==> config.mk <==
export PLATFORM = sky130hd
export DESIGN_NAME = npc_seq_unit_flat
export DESIGN_NICKNAME = d
export VERILOG_FILES = /design/src/rtl/npc_seq_unit_if.sv /design/src/rtl/npc_seq_unit.sv /design/src/flat_wrapper.sv
export SDC_FILE = /design/constraint.sdc
export NUM_CORES = 1
export LEC_CHECK = 0
export ABC_CLOCK_PERIOD_IN_PS = 4930
export BUFFER_PORTS_ARGS = -buffer_cell sky130_fd_sc_hd__buf_2
export CORE_ASPECT_RATIO = 2
export CORE_UTILIZATION = 40
export CTS_BUF_LIST = sky130_fd_sc_hd__clkbuf_4
export DETAILED_ROUTE_END_ITERATION = 8
export PLACE_DENSITY = 0.69
export REMOVE_ABC_BUFFERS = 1
export SLEW_MARGIN = 20
export SYNTH_ARGS = -nofsm -noshare
export SYNTH_HDL_FRONTEND = slang
export SYNTH_SLANG_ARGS = --single-unit
==> constraint.sdc <==
create_clock -name clk -period 4.93 [get_ports clk]
set_input_delay 0.2465 -clock clk [delete_from_list [all_inputs] [get_ports clk]]
set_output_delay 0.2465 -clock clk [all_outputs]
set_load 0.02 [all_outputs]
==> src/rtl/npc_seq_unit_if.sv <==
// Bundle between control/register-file side and the next-PC unit.
// Inputs are sampled on the clk rising edge; pc/pending/epc are registered, link/br_taken are combinational.
interface npc_seq_unit_if;
  logic        stall;
  logic [2:0]  npc_sel;
  logic [2:0]  br_op;
  logic [31:0] rs_val;
  logic [31:0] rt_val;
  logic [25:0] imm26;
  logic        exc;
  logic        eret;
  logic [31:0] pc;
  logic [31:0] link;
  logic        br_taken;
  logic        pending;
  logic [31:0] epc;

  modport master (
    output stall, npc_sel, br_op, rs_val, rt_val, imm26, exc, eret,
    input  pc, link, br_taken, pending, epc
  );

  modport slave (
    input  stall, npc_sel, br_op, rs_val, rt_val, imm26, exc, eret,
    output pc, link, br_taken, pending, epc
  );
endinterface

==> src/rtl/npc_seq_unit.sv <==
// Sequential next-PC unit: owns the PC, evaluates branch compares, and handles
// stall, optional delay-slot redirect buffering, exception entry and eret.
module npc_seq_unit #(
  parameter logic [31:0] RESET_PC   = 32'h0000_3000,
  parameter logic [31:0] EXC_VEC    = 32'h0000_4180,
  parameter int          DELAY_SLOT = 0
) (
  input  logic          clk,
  input  logic          reset,
  npc_seq_unit_if.slave bus
);

  typedef enum logic {RUN = 1'b0, SLOT = 1'b1} state_t;

  state_t      state_q, state_d;
  logic [31:0] pc_q, pc_d;
  logic [31:0] epc_q, epc_d;
  logic [31:0] tgt_q, tgt_d;

  logic [31:0] pc4;
  logic [31:0] br_tgt;
  logic [31:0] j_tgt;
  logic [31:0] target;
  logic        cmp_true;
  logic        rs_neg;
  logic        rs_zero;
  logic        redirect;

  assign pc4    = pc_q + 32'd4;
  assign br_tgt = pc4 + {{14{bus.imm26[15]}}, bus.imm26[15:0], 2'b00};
  assign j_tgt  = {pc4[31:28], bus.imm26, 2'b00};
  assign rs_neg  = bus.rs_val[31];
  assign rs_zero = (bus.rs_val == 32'd0);

  always_comb begin
    cmp_true = 1'b0;
    case (bus.br_op)
      3'b000:  cmp_true = (bus.rs_val == bus.rt_val);
      3'b001:  cmp_true = (bus.rs_val != bus.rt_val);
      3'b010:  cmp_true = rs_neg || rs_zero;
      3'b011:  cmp_true = !rs_neg && !rs_zero;
      3'b100:  cmp_true = rs_neg;
      3'b101:  cmp_true = !rs_neg;
      default: cmp_true = 1'b0;
    endcase
  end

  assign bus.br_taken = (bus.npc_sel == 3'b001) && cmp_true;
  assign redirect     = bus.br_taken || (bus.npc_sel == 3'b010) || (bus.npc_sel == 3'b011);

  always_comb begin
    target = pc4;
    case (bus.npc_sel)
      3'b001:  target = br_tgt;
      3'b010:  target = j_tgt;
      3'b011:  target = bus.rs_val;
      default: target = pc4;
    endcase
  end

  // Priority: exc > eret > stall > buffered slot redirect > new redirect > sequential.
  always_comb begin
    pc_d    = pc_q;
    epc_d   = epc_q;
    tgt_d   = tgt_q;
    state_d = state_q;
    if (bus.exc) begin
      epc_d   = (state_q == SLOT) ? (pc_q - 32'd4) : pc_q;
      pc_d    = EXC_VEC;
      state_d = RUN;
    end else if (bus.eret) begin
      pc_d    = epc_q;
      state_d = RUN;
    end else if (bus.stall) begin
      pc_d = pc_q;
    end else if (state_q == SLOT) begin
      pc_d    = tgt_q;
      state_d = RUN;
    end else if (redirect) begin
      if (DELAY_SLOT != 0) begin
        pc_d    = pc4;
        tgt_d   = target;
        state_d = SLOT;
      end else begin
        pc_d = target;
      end
    end else begin
      pc_d = pc4;
    end
    // Without a delay slot the buffer never exists; constant-fold it away.
    if (DELAY_SLOT == 0) begin
      tgt_d   = 32'd0;
      state_d = RUN;
    end
  end

  always_ff @(posedge clk) begin
    if (!reset) begin
      pc_q    <= RESET_PC;
      epc_q   <= 32'd0;
      tgt_q   <= 32'd0;
      state_q <= RUN;
    end else begin
      pc_q    <= pc_d;
      epc_q   <= epc_d;
      tgt_q   <= tgt_d;
      state_q <= state_d;
    end
  end

  assign bus.pc      = pc_q;
  assign bus.epc     = epc_q;
  assign bus.pending = (state_q == SLOT);
  assign bus.link    = (DELAY_SLOT != 0) ? (pc_q + 32'd8) : pc4;

endmodule

==> src/flat_wrapper.sv <==
// flat-port wrapper written by rule: the top's interface ports become plain ports
module npc_seq_unit_flat 
#(
  parameter logic [31:0] RESET_PC   = 32'h0000_3000,
  parameter logic [31:0] EXC_VEC    = 32'h0000_4180,
  parameter int          DELAY_SLOT = 0
)
  (clk, reset, bus_stall, bus_npc_sel, bus_br_op, bus_rs_val, bus_rt_val, bus_imm26, bus_exc, bus_eret, bus_pc, bus_link, bus_br_taken, bus_pending, bus_epc);
  npc_seq_unit_if bus_i ();
  input  logic clk;
  input  logic reset;
  input wire logic [$bits(bus_i.stall)-1:0] bus_stall;
  input wire logic [$bits(bus_i.npc_sel)-1:0] bus_npc_sel;
  input wire logic [$bits(bus_i.br_op)-1:0] bus_br_op;
  input wire logic [$bits(bus_i.rs_val)-1:0] bus_rs_val;
  input wire logic [$bits(bus_i.rt_val)-1:0] bus_rt_val;
  input wire logic [$bits(bus_i.imm26)-1:0] bus_imm26;
  input wire logic [$bits(bus_i.exc)-1:0] bus_exc;
  input wire logic [$bits(bus_i.eret)-1:0] bus_eret;
  output wire logic [$bits(bus_i.pc)-1:0] bus_pc;
  output wire logic [$bits(bus_i.link)-1:0] bus_link;
  output wire logic [$bits(bus_i.br_taken)-1:0] bus_br_taken;
  output wire logic [$bits(bus_i.pending)-1:0] bus_pending;
  output wire logic [$bits(bus_i.epc)-1:0] bus_epc;
  assign bus_i.stall = bus_stall;
  assign bus_i.npc_sel = bus_npc_sel;
  assign bus_i.br_op = bus_br_op;
  assign bus_i.rs_val = bus_rs_val;
  assign bus_i.rt_val = bus_rt_val;
  assign bus_i.imm26 = bus_imm26;
  assign bus_i.exc = bus_exc;
  assign bus_i.eret = bus_eret;
  assign bus_pc = bus_i.pc;
  assign bus_link = bus_i.link;
  assign bus_br_taken = bus_i.br_taken;
  assign bus_pending = bus_i.pending;
  assign bus_epc = bus_i.epc;
  npc_seq_unit #(.RESET_PC(RESET_PC), .EXC_VEC(EXC_VEC), .DELAY_SLOT(DELAY_SLOT)) u_core (.clk(clk), .reset(reset), .bus(bus_i));
endmodule
## Word level (Yosys, flattened, before mapping)

Cells that the tools add are included.

| word-level totals | value |
|---|---|
| output and inout port bits | 98 |
| flip-flop bits (word level) | 64 |
| bits of input ports | 101 |
| logic and storage cells | 34 |

| operators by class | value |
|---|---|
| equal/unequal tests | 12 |
| bitwise operators | 1 |
| muxes and demuxes | 6 |
| $add $sub $neg | 2 |
| reduce and logical (&&, ||, !) cells | 10 |

Operators with widths:

| cell | number |
|---|---|
| 32-bit two-way mux | 3 |
| 32-bit one-hot mux with 3 select lines | 1 |
| 32-bit by 3-bit adder with 32-bit output (second input constant) | 1 |
| 32-bit adder | 1 |
| 32-bit equality test | 1 |
| 32-bit zero test | 1 |
| 32-bit != test | 1 |
| 15-bit two-way mux | 1 |
| 3-bit by 2-bit equality test with 1-bit output (second input constant) | 4 |
| 3-bit by 1-bit equality test with 1-bit output (second input constant) | 2 |
| 3-bit equality test (second input constant) | 2 |
| 1-bit one-hot mux with 6 select lines | 1 |
| 3-bit zero test | 1 |
| 1-bit logical OR | 3 |
| 3-bit by 1-bit != test with 1-bit output (second input constant) | 1 |
| 1-bit logical AND | 2 |
| 1-bit zero test | 2 |
| 2-bit by 1-bit != test with 1-bit output (second input constant) | 1 |
| 2-bit OR reduction | 1 |
| 1-bit NOT | 1 |

## Logic depth before layout (Yosys ltp)

Gate-level depths: netlist of run 1.

| depth | value |
|---|---|
| depth in word-level cells | 11 |
| mapped depth | 17 |
| gate-level depth less buffers | 16 |

## Least setup slack after synthesis of run 1

Ideal clock, no wire load.

| path | value |
|---|---|
| kind | reg-to-reg |
| from | reg u_core.pc_q[2], in the netlist u_core.bus.pc[2] |
| to | reg u_core.pc_q[31], in the netlist u_core.bus.pc[31] |
| setup time | 0.129 ns |
| period minus slack after synthesis | 3.910 ns |
| cell stages (with the launch flop) | 16 |
| arrival time | 3.782 ns |
| data required time | 4.801 ns |
| path slack | 1.020 ns |
| cell sequence | dfxtp_1 ha_1 nand3_1 nor3_1 and3_1 nand2_1 xnor2_1 ha_1 a21o_1 a21o_1 a21oi_1 o21ai_0 a221o_1 o31ai_1 a21bo_2 a31oi_1 |

| between the ends | value |
|---|---|
| cells in the longest elaborated chain, start to end | 6 |

Ends and longest elaborated chain:

| element | RTL line | text |
|---|---|---|
| start: declaration | npc_seq_unit.sv:16 | `logic [31:0] pc_q, pc_d;` |
| start signal: assignment | npc_seq_unit.sv:104 | `pc_q <= pc_d;` |
| 32-bit by 3-bit adder with 32-bit output | npc_seq_unit.sv:29 | `assign pc4 = pc_q + 32'd4;` |
| net bus_link[24] | flat_wrapper.sv:21 | `output wire logic [$bits(bus_i.link)-1:0] bus_link;` |
| 32-bit adder | npc_seq_unit.sv:30 | `assign br_tgt = pc4 + {{14{bus.imm26[15]}}, bus.imm26[15:0], 2'b00};` |
| 32-bit one-hot mux with 3 select lines | npc_seq_unit.sv:53 | `case (bus.npc_sel)` |
| 32-bit two-way mux | npc_seq_unit.sv:79 | `end else if (redirect) begin` |
| 32-bit two-way mux | npc_seq_unit.sv:74 | `end else if (bus.stall) begin` |
| 32-bit two-way mux | npc_seq_unit.sv:71 | `end else if (bus.eret) begin` |

The timed path passes the listed nets, and every way through them passes these cells. The select of a mux whose other input is x is not followed.
A chain may end at the register's enable or synchronous reset.

## Worst setup path after layout of run 1

| path | value |
|---|---|
| from | reg u_core.pc_q[2], in the netlist u_core.bus.pc[2] |
| to | reg u_core.pc_q[31], in the netlist u_core.bus.pc[31] |

| between the ends | value |
|---|---|
| cells in the longest elaborated chain, start to end | 6 |

Ends and longest elaborated chain:

| element | RTL line |
|---|---|
| 32-bit by 3-bit adder with 32-bit output * | npc_seq_unit.sv:29 |
| 32-bit adder | npc_seq_unit.sv:30 |
| 32-bit one-hot mux with 3 select lines | npc_seq_unit.sv:53 |
| 32-bit two-way mux * | npc_seq_unit.sv:79 |
| 32-bit two-way mux * | npc_seq_unit.sv:74 |
| 32-bit two-way mux * | npc_seq_unit.sv:71 |

Every way passes the cells marked *; elsewhere a longest branch is shown, timed or not. The select of a mux whose other input is x is not followed.

==> flow_summary_export.csv, run 1 <==
group,metric,value,unit
cts,clockBufferDepth,2,
timing,setup-tns-final,0,ns
pwr,cellLeakagePower,3.37,nW
floorplan,die_x,87.8,um
worst_setup_path,critPathCaptureType,"flop",
timing,fin_hold_ws,0.0888,ns
logic_synthesis,synth_ff_type,"dfxtp_1",
floorplan,initial_core_util,41.0,%
cells_and_area,fillCellCount,1515,
timing,period_share,88.7,%
pwr,power.total,1.40,mW
detailed_routing,drt_pre_antenna_iters,6,
grt,grt_use_met2,55.6,%
cells_and_area,final_nets,1082,
timing,drv_slew,0,
worst_setup_path,critical_path.startpoint_type,"flop",
detailed_routing,first_iter_violations,486,
timing,skew,0.0277,ns
floorplan,core,0.0144,mm^2
logic_synthesis,synth.most_common_cell,"nor2_1",
detailed_routing,vias,6809,
outcome,status,"finished clean",
logic_synthesis,async_flop_share,0,%
cts,clock_latency,0.48,ns
cells_and_area,syn_to_final_growth,21.1,%
pwr,ir_drop,0.110,mV
worst_setup_path,required,5.28,ns
cells_and_area,seq_area,0.00128,mm^2
logic_synthesis,synth_area_leader_cell,"dfxtp_1",
worst_setup_path,cpPeakStageDelay,0.49,ns
logic_synthesis,yosys-top-cells-count,"75 x nor2_1, 64 x dfxtp_1, 58 x nand2_1",
timing,tightestPinTransition,1.03,ns
floorplan,die-height,174,um
logic_synthesis,synth_top_cell_area_share,21.8,%
grt,grt.overflow.total,0,
grt,grtUsageTotal,31.7,%
timing,fin_crit,4.37,ns
logic_synthesis,netlist_top_cells_area,"dfxtp_1 22%, xor2_1 8.2%, ha_1 7.2%, mux2i_1 6.1%, nor2_1 4.8%",
floorplan,die_area,0.0152,mm^2
worst_setup_path,worst_ep_arrival_time,4.72,ns
logic_synthesis,syn_area,0.00589,mm^2
logic_synthesis,yosys_warnings,0,
cells_and_area,multi_input_area,0.00435,mm^2
timing,rsz0062_at_grt,"false",
worst_setup_path,reg2reg_slack,0.56,ns
place,place_area,0.00700,mm^2
cts,post_cts_buffers,0,
detailed_routing,wl_per_cell,21.0,um
logic_synthesis,synth_edf_count,0,
timing,hold_viol_final,0,
cts,holdBufCountCts,0,
logic_synthesis,yosysSeqAreaShare,21.8,%
job,maxCapViolations,0,
place,place_hpwl,18300,um
detailed_routing,wl,24100,um
grt,grt_pass1_vias,6675,
worst_setup_path,path_buf_inv,0,
logic_synthesis,synth.distinct_cells,65,
cts,cts_tree,"done",
grt,grt_max_degree,40,
cells_and_area,design_area,0.00713,mm^2
detailed_routing,postRouteAntennaNets,0,
grt,grtUsageMet3,4.57,%
floorplan,fp-row-count,62,
timing,setup_viol,0,
logic_synthesis,synthCells,772,
worst_setup_path,worstSetupPathType,"reg -> reg",
worst_hold_path,hp-class,"in -> reg",
detailed_routing,remaining_drc_errors,0,
cts,cts.repair.resized,0,
cts,cts_root_buffer,"clkbuf_4",
timing,relSlewSlack,31.5,%
worst_setup_path,crit_family,"compound AO/OA/AOI/OAI gates",
logic_synthesis,syn_area_per_cell,7.63,um^2
timing,max_freq,229,MHz
worst_setup_path,path_cells,"ha_1, nand3_1, nor3_1, and3_1, nand2_1, xnor2_1, ha_1, a21o_1, a21o_1, a21oi_1, o21ai_0, a221o_1, o31ai_1, a21bo_2, a31oi_1",
pwr,p_per_area,196,mW/mm^2
cts,cts_sinks,64,
worst_setup_path,cpMaxStageDelayCell,"nor3_1",
place,numPortBuffers,197,
cts,htreeDepth,3,
place,gp_congestion,0.934,
logic_synthesis,ys_seq_elements,64,
detailed_routing,vias_per_cell,5.94,
cells_and_area,final_util,49.7,%
worst_setup_path,cp_max_fo,8,
grt,grtUsageMet1,34.4,%
grt,grt_first_pass_wirelength,36200,um
grt,antenna_found_initial,2,
cts,path_clk_slew,0.13,ns
grt,grt.busiest_layer,"met2",
cts,numCtsBuffers,9,
floorplan,io_pins,199,
cells_and_area,drive_above_1_share,24.0,%
## registers in the layout (all words and copies together), names as in the netlist, named ones only
name            count
u_core.bus.epc     32
u_core.bus.pc      30
## power breakdown
part | switching (mW) | internal [mW]
Clock | 0.213 | 0.161
Sequential | 0.0209 | 0.532
Combinational | 0.298 | 0.176
Total | 0.533 | 0.869
## layout by cell type (no fill, tap or decap), drive strengths merged, types with 6 or more instances in the layout
master | synthesis | layout
a211oi | 12 | 12
o22ai | 6 | 6
nand2 | 58 | 58
o21a | 8 | 8
buf | 14 | 208
and3 | 16 | 16
nand3 | 28 | 28
xnor2 | 28 | 28
mux2i | 36 | 36
dfxtp | 64 | 64
inv | 15 | 15
nand4 | 14 | 14
o21ai | 49 | 49
a21oi | 54 | 54
a31oi | 6 | 6
ha | 34 | 34
o211ai | 11 | 11
a21o | 15 | 15
xor2 | 55 | 55
a22oi | 13 | 13
nor3 | 12 | 12
nor4 | 19 | 19
nor2 | 75 | 75
o31ai | 8 | 8
a221oi | 8 | 8
nand2b | 10 | 10
clkbuf | 31 | 11
## worst paths after layout
| check | from | end | depth (start not counted) |
|---|---|---|---|
| setup / recovery | u_core.bus.pc[2] | u_core.bus.pc[31] | 15 |
| hold / removal | reset | u_core.bus.pc[14] | 3 |
| setup reg to reg | u_core.bus.pc[2] | u_core.bus.pc[31] | 15 |
| hold reg to reg | u_core.bus.epc[3] | u_core.bus.pc[3] | 2 |
## metal layers
metal	vias up	share of wire [%]	wire [um]
li1	3211	-	-
met1	3174	37	8870
met2	345	51	12400
met3	79	6.4	1530
met4	0	5.4	1290
met5	-	0	0
## cell families after synthesis
kind of cell,after synthesis,synth area share [%]
xor+xnor,83,12.3
other cells,1,0.0637
flops,64,21.8
buf+inv,61,4.44
compound gates,231,26.0
fa+ha+maj,35,7.56
mux,38,6.50
simple gates,259,21.3
## cell type report
type                       count  area share (%)
inverter                      16           0.842
clock buffer                  11            1.16
timing repair buffer         208            15.0
antenna                        3           0.105
tap                          192            3.37
multi-input combinational    647            60.9
clock inverter                 5           0.666
sequential                    64            18.0
## per-stage QoR
step / setup slack, ns / std cells
after floorplan: 1.02 / 727
after global placement: 0.797 / 1127
after detailed placement: 0.715 / 1127
after CTS: 0.678 / 1143
after global routing: 0.285 / 1146
final: 0.558 / 1146
## tightest hold or removal path: cells and delay by family
family | cells | cell delay [ns]
AOI/OAI and AO/OA | 2 | 0.13
buffers and inverters | 1 | 0.14
No activity file was read; power rests on OpenSTA's default activity.
==> run 2: changes to the inputs <==
--- a/config.mk
+++ b/config.mk
@@ -5,14 +5,15 @@
 export SDC_FILE = /design/constraint.sdc
 export NUM_CORES = 1
 export LEC_CHECK = 0
+export ABC_AREA = 1
 export ABC_CLOCK_PERIOD_IN_PS = 4930
 export BUFFER_PORTS_ARGS = -buffer_cell sky130_fd_sc_hd__buf_2
 export CORE_ASPECT_RATIO = 2
+export CORE_MARGIN = 3
 export CORE_UTILIZATION = 40
 export CTS_BUF_LIST = sky130_fd_sc_hd__clkbuf_4
 export DETAILED_ROUTE_END_ITERATION = 8
-export PLACE_DENSITY = 0.69
-export REMOVE_ABC_BUFFERS = 1
+export PLACE_DENSITY = 0.67
 export SLEW_MARGIN = 20
 export SYNTH_ARGS = -nofsm -noshare
 export SYNTH_HDL_FRONTEND = slang
==> run 2 against run 1 <==
Net effect: area after synthesis is 21% higher; clock skew decreased by 0.014 ns; register-to-register slack improved by 0.40 ns; clock power down 5%; critical path type unchanged; critical endpoint is now u_core.bus.pc[20]; largest cell class unchanged.
==> flow_summary_export.csv, run 2 <==
group,metric,value,unit
outcome,status,"finished clean",
timing,period_share,80.6,%
cells_and_area,final_util,48.1,%
logic_synthesis,syn_area_per_cell,5.65,um^2
logic_synthesis,async_flop_share,0,%
detailed_routing,top_layer_used,"met4",
cells_and_area,layout_common_cells,"346 x nand2_1, 198 x inv_1, 197 x buf_2",
detailed_routing,wl_met2,15000,um
worst_setup_path,cp_max_fo,5,
timing,drv_slew,0,
logic_synthesis,ys_seq_elements,64,
detailed_routing,met1_length,10600,um
worst_setup_path,reg2reg_slack,0.95,ns
place,place_hpwl,24800,um
floorplan,io_pins,199,
cts,holdBufCountCts,0,
worst_setup_path,required,5.26,ns
cts,post_cts_buffers,0,
job,maxCapViolations,0,
detailed_routing,wl,29300,um
timing,setup_viol,0,
grt,grt_pass1_vias,8336,
timing,tightestPinTransition,0.865,ns
logic_synthesis,synth_nets,1394,
timing,fin_crit,3.98,ns
worst_setup_path,cp_common_cell,"nand2_1",
timing,hold_viol_final,0,
detailed_routing,dr_wl_met3,1400,um
worst_hold_path,hp-class,"in -> reg",
grt,grt.overflow.total,0,
detailed_routing,remaining_drc_errors,0,
grt,grtUsageTotal,29.3,%
logic_synthesis,syn_area,0.00711,mm^2
logic_synthesis,synth_edf_count,0,
pwr,cellLeakagePower,4.46,nW
worst_setup_path,critical_path.startpoint_type,"flop",
grt,grt_first_pass_wirelength,44300,um
logic_synthesis,yosysSeqAreaShare,18.0,%
timing,setup-tns-final,0,ns
pwr,ir_drop,0.221,mV
timing,rsz0062_at_grt,"false",
cells_and_area,fillCellCount,2018,
pwr,swShare,39.9,%
floorplan,core,0.0174,mm^2
cells_and_area,layout_commonest_cell,"nand2_1",
cells_and_area,syn_to_final_growth,17.3,%
logic_synthesis,yosys-top-cells-count,"346 x nand2_1, 198 x inv_1, 132 x nor2_1",
cts,clockBufferDepth,2,
floorplan,fp-row-count,68,
floorplan,die-height,195,um
worst_setup_path,cpPeakStageDelay,0.41,ns
detailed_routing,first_iter_violations,459,
cells_and_area,largest_register_ffs,32,
cts,cts_tree,"done",
logic_synthesis,synth_ff_type,"dfxtp_1",
detailed_routing,vias,8709,
place,numPortBuffers,197,
logic_synthesis,synth_top_cell_area_share,18.3,%
logic_synthesis,synth.distinct_cells,47,
pwr,clkPwrFrac,24.3,%
timing,max_freq,252,MHz
pwr,power.share.sequential,38.9,%
worst_setup_path,cpMaxStageDelayCell,"dfxtp_1",
logic_synthesis,yosys_warnings,0,
detailed_routing,drt_pre_antenna_iters,7,
worst_setup_path,worstSetupPathType,"reg -> reg",
worst_hold_path,hold_depth,5,
worst_setup_path,ff2ff_path_depth,25,
worst_setup_path,r2r-start,"u_core.bus.pc[2]",
cells_and_area,final_nets,1567,
grt,grt_max_degree,57,
cells_and_area,drive_above_1_share,17.4,%
floorplan,die_area,0.0195,mm^2
detailed_routing,vias_per_cell,5.29,
grt,antenna_found_initial,1,
worst_setup_path,worst_ep_arrival_time,4.31,ns
cts,cts_sinks,64,
cts,clock_latency,0.41,ns
logic_synthesis,netlist_top_cells_area,"nand2_1 18%, dfxtp_1 18%, inv_1 10%, nand3_1 7.7%, nor2_1 7.0%",
worst_setup_path,critPathCaptureType,"flop",
detailed_routing,postRouteAntennaNets,0,
place,gp_congestion,1.01,
timing,relSlewSlack,42.4,%
cts,htreeDepth,3,
cts,path_clk_slew,0.12,ns
worst_setup_path,reg2reg_to,"u_core.bus.pc[20]",
pwr,p_switching,584,uW
detailed_routing,wl_per_cell,17.8,um
timing,skew,0.0139,ns
pwr,p_per_area,175,mW/mm^2
floorplan,die_x,100,um
logic_synthesis,synthCells,1258,
cts,cts.repair.resized,0,
worst_hold_path,hold_start,"bus_stall",
pwr,intPower,878,uW
cts,numCtsBuffers,9,
logic_synthesis,synth_area_leader_cell,"nand2_1",
pwr,comb_power_share,36.8,%
logic_synthesis,synth.most_common_cell,"nand2_1",
timing,fin_hold_ws,0.259,ns
cts,cts_root_buffer,"clkbuf_4",
floorplan,initial_core_util,41.0,%
run 2: changes by cell type in the layout (fill, tap and decap cells not counted), moves of 10 or more:
cell      delta
and3_1      -16
nor2_1      +56
a21o_1      -15
nand2b_1    -10
xor2_1      -36
a211oi_1    -12
o21ai_0     +37
a21oi_1     +33
o211ai_1    -11
nand3_1     +81
inv_1      +184
mux2i_1     -36
nor4_1      -18
nand2_1    +288
run 2: power groups by stage:
stage / registers (mW) / clock network, mW / logic (mW)
after floorplan: 0.602 / 0 / 0.315
after global placement: 0.579 / 0 / 0.533
after detailed placement: 0.580 / 0 / 0.534
after CTS: 0.568 / 0.365 / 0.536
after global routing: 0.572 / 0.382 / 0.596
final: 0.568 / 0.356 / 0.539
run 2: routing by layer:
metal / global-route usage, % / vias up
met1: 31.7 / 3945
li1: - / 4367
met4: 19.7 / 0
met2: 52.5 / 320
met3: 2.12 / 77
met5: 0 / -
run 2: logic make-up (layout without fill, tap and decap cells):
group	Yosys count	in the layout	synth area share [%]
AO/OA/AOI/OAI	219	219	17.4
flip-flops	64	64	18.0
adder cells (fa/ha/maj)	35	35	6.27
AND/OR/NAND/NOR	648	648	39.2
other	1	2	0.0527
buffers and inverters	248	426	13.7
XOR/XNOR	43	43	5.40
run 2: final cells by class:
class                   count  area (um^2)  share of cell area, %
diodes                      1         2.50                 0.0300
clock buffers              10         75.1                  0.900
clock inverters             6         60.1                  0.720
inverters                 208          781                   9.36
multi-input cells         946         4860                   58.2
flip-flops and latches     64         1280                   15.4
well taps                 210          263                   3.15
repair buffers            202         1020                   12.3
run 2: worst max path at each step:
stage	slack, ns	startpoint	end
global route	0.74	u_core.bus.pc[2]	u_core.bus.pc[30]
global placement	1.03	u_core.bus.pc[2]	u_core.bus.pc[20]
finish	0.95	u_core.bus.pc[2]	u_core.bus.pc[20]
CTS	1.04	u_core.bus.pc[2]	u_core.bus.pc[20]
detailed placement	1.07	u_core.bus.pc[2]	u_core.bus.pc[20]
floorplan	1.68	u_core.bus.pc[2]	u_core.bus.pc[26]
run 2: critical path: cells and delay by family (launching register included):
family	cells	cell delay (ns)
compound gates	2	0.44
fa+ha+maj	2	0.57
buf+inv	4	0.33
simple gates	17	2.15
flops	1	0.41
run 2: through the flow:
stage / setup slack [ns] / cells / total power, mW / area [um^2]
after CTS: 1.04 / 1646 / 1.47 / 8340
final: 0.955 / 1647 / 1.46 / 8340
after detailed placement: 1.07 / 1630 / 1.11 / 8200
after global routing: 0.741 / 1647 / 1.55 / 8340
after global placement: 1.03 / 1630 / 1.11 / 8200
after floorplan: 1.68 / 1258 / 0.917 / 7110
==> run 3: changes to the inputs <==
--- a/config.mk
+++ b/config.mk
@@ -5,15 +5,15 @@
 export SDC_FILE = /design/constraint.sdc
 export NUM_CORES = 1
 export LEC_CHECK = 0
-export ABC_AREA = 1
-export ABC_CLOCK_PERIOD_IN_PS = 4930
+export ABC_AREA = 0
+export ABC_CLOCK_PERIOD_IN_PS = 3400
 export BUFFER_PORTS_ARGS = -buffer_cell sky130_fd_sc_hd__buf_2
 export CORE_ASPECT_RATIO = 2
 export CORE_MARGIN = 3
 export CORE_UTILIZATION = 40
 export CTS_BUF_LIST = sky130_fd_sc_hd__clkbuf_4
 export DETAILED_ROUTE_END_ITERATION = 8
-export PLACE_DENSITY = 0.67
+export PLACE_DENSITY = 0.71
 export SLEW_MARGIN = 20
 export SYNTH_ARGS = -nofsm -noshare
 export SYNTH_HDL_FRONTEND = slang
==> constraint.sdc (replaced) <==
create_clock -name clk -period 3.4 [get_ports clk]
set_input_delay 0.17 -clock clk [delete_from_list [all_inputs] [get_ports clk]]
set_output_delay 0.17 -clock clk [all_outputs]
set_load 0.02 [all_outputs]
==> run 3 against run 2 <==
Net effect: the flow now finishes with violations (negative setup slack); die area fell by 16%; clock-buffer cell count fell by 1; sequential share of layout area fell by 1.3 points; combinational power rose by 83%; core utilization rose by 16 points; fmax rose by 13%; global-route usage rose by 7.0 points; non-clock buffer count rose by 173; setup slack got worse by 1.1 ns; sequential power rose by 39%; register-to-register slack got worse by 1.1 ns; power rose by 68%; critical path type unchanged.
==> flow_summary_export.csv, run 3 (synthesis gave the netlist of run 1 again) <==
group,metric,value,unit
outcome,status,"finished with violations",
outcome,violations,"negative setup slack",
grt,grtUsageTotal,36.2,%
cells_and_area,layout_common_cells,"197 x buf_2, 169 x buf_4, 72 x nor2_1",
worst_setup_path,critical_path.startpoint_type,"flop",
pwr,cellLeakagePower,4.45,nW
worst_hold_path,hp-class,"in -> reg",
floorplan,initial_core_util,40.8,%
grt,grt_max_degree,35,
timing,skew,0.0302,ns
grt,antenna_found_initial,1,
job,maxCapViolations,0,
cts,numCtsBuffers,9,
cts,clockBufferDepth,2,
worst_setup_path,required,3.77,ns
floorplan,core,0.0144,mm^2
timing,setup_viol,3,
floorplan,die_x,91.8,um
pwr,ir_drop,0.229,mV
cells_and_area,final_nets,1249,
cts,htreeDepth,3,
timing,rsz0062_at_grt,"true",
worst_setup_path,cpPeakStageDelay,0.37,ns
cells_and_area,drive_above_1_share,44.5,%
timing,fin_hold_ws,0.102,ns
detailed_routing,remaining_drc_errors,0,
detailed_routing,drt_pre_antenna_iters,6,
detailed_routing,wl,31000,um
worst_setup_path,crit_family,"compound AO/OA/AOI/OAI gates",
floorplan,fp-row-count,62,
pwr,p_per_area,267,mW/mm^2
cts,cts_tree,"done",
timing,fin_crit,3.51,ns
detailed_routing,postRouteAntennaNets,0,
detailed_routing,first_iter_violations,517,
timing,relSlewSlack,44.8,%
place,place_ws,-0.406,ns
cts,cts_sinks,64,
timing,period_share,103,%
worst_setup_path,worst_ep_arrival_time,3.88,ns
worst_setup_path,path_buf_inv,4,
timing,hold_viol_final,0,
floorplan,die_area,0.0163,mm^2
worst_setup_path,cp_common_cell,"buf_6",
cts,cts_root_buffer,"clkbuf_4",
logic_synthesis,synth_nets,908,
worst_setup_path,path_cells,"nand4_1, buf_4, nor3_4, buf_6, and3_4, buf_6, nand2_4, xnor2_4, ha_4, a21o_1, a21o_1, a21oi_4, o21ai_2, a221o_1, buf_6, nor3_4, nand2_1, a31oi_1",
place,place_hpwl,24100,um
worst_setup_path,critPathCaptureType,"flop",
detailed_routing,wl_per_cell,23.6,um
detailed_routing,vias,7988,
place,gp_congestion,1.06,
cts,clock_latency,0.43,ns
grt,grt_pass1_vias,8042,
worst_setup_path,cp_max_fo,5,
grt,grt.overflow.total,0,
cts,path_clk_slew,0.14,ns
timing,setup_ws,-0.108,ns
grt,grt_first_pass_wirelength,44400,um
worst_setup_path,cpMaxStageDelayCell,"a221o_1",
floorplan,die-height,178,um
timing,drv_slew,0,
cells_and_area,layout_commonest_cell,"buf_2",
timing,max_freq,285,MHz
cells_and_area,largest_register_ffs,32,
timing,tightestPinTransition,0.820,ns
floorplan,io_pins,199,
cells_and_area,syn_to_final_growth,56.5,%
place,numPortBuffers,197,
worst_setup_path,worstSetupPathType,"reg -> reg",
detailed_routing,vias_per_cell,6.09,
==> run 3: cell count changes in the layout (fill, tap and decap cells not counted), sizes merged, moves of 16 or more <==
cell   change
o21ai     -37
nand3     -82
nand2    -295
buf      +172
nor4      +18
mux2i     +36
xor2      +35
inv      -189
nor2      -64
a21oi     -34
and3      +16
==> run 3: worst paths after layout <==
path | cells after the start | end | startpoint | slack [ns]
max | 18 | u_core.bus.pc[31] | u_core.bus.pc[8] | -0.11
min | 2 | u_core.bus.pc[24] | bus_npc_sel[2] | 0.10
max reg2reg | 18 | u_core.bus.pc[31] | u_core.bus.pc[8] | -0.11
min reg2reg | 2 | u_core.bus.pc[6] | u_core.bus.epc[6] | 0.50
==> run 3: layout make-up <==
type	count	area (um^2)
multi-input cells	647	5060
clock buffers	9	67.6
well taps	192	240
inverters	16	60.1
clock inverters	7	120
repair buffers	375	2360
fillers	1353	5210
flip-flops and latches	64	1300
diodes	1	2.50
==> run 3: metal layers <==
metal	up-vias	routed length, um	GRT usage (%)
met5	-	0	0
met4	0	3570	33.1
met3	187	2250	5.05
met2	519	15800	66.9
met1	3743	9320	33.5
li1	3539	-	-
==> run 3: power breakdown <==
part	internal [mW]	switching, mW	leakage (nW)
sequential	0.771	0.0189	0.524
clock	0.373	0.312	0.0977
combinational	0.422	0.562	3.83
==> run 3: repair_timing <==
item	in CTS	in global routing
hold buffers	0	1
pin swaps	36	42
endpoints found under the setup margin	15	20
hold endpoints to repair	0	1
resized for setup	52	65
buffers inserted	14	16
==> run 3: per-stage QoR <==
step	power (mW)	TNS, ns	cell area [um^2]	std cells	utilization [%]
CTS	2.38	-0.196	8760	1295	60.7
global placement	1.67	-0.894	8210	1265	56.9
global route	2.56	-1.43	9220	1311	63.9
detailed placement	1.67	-1.25	8210	1265	56.9
floorplan	1.25	-0.00446	6060	772	-
finish	2.46	-0.188	9220	1311	63.9
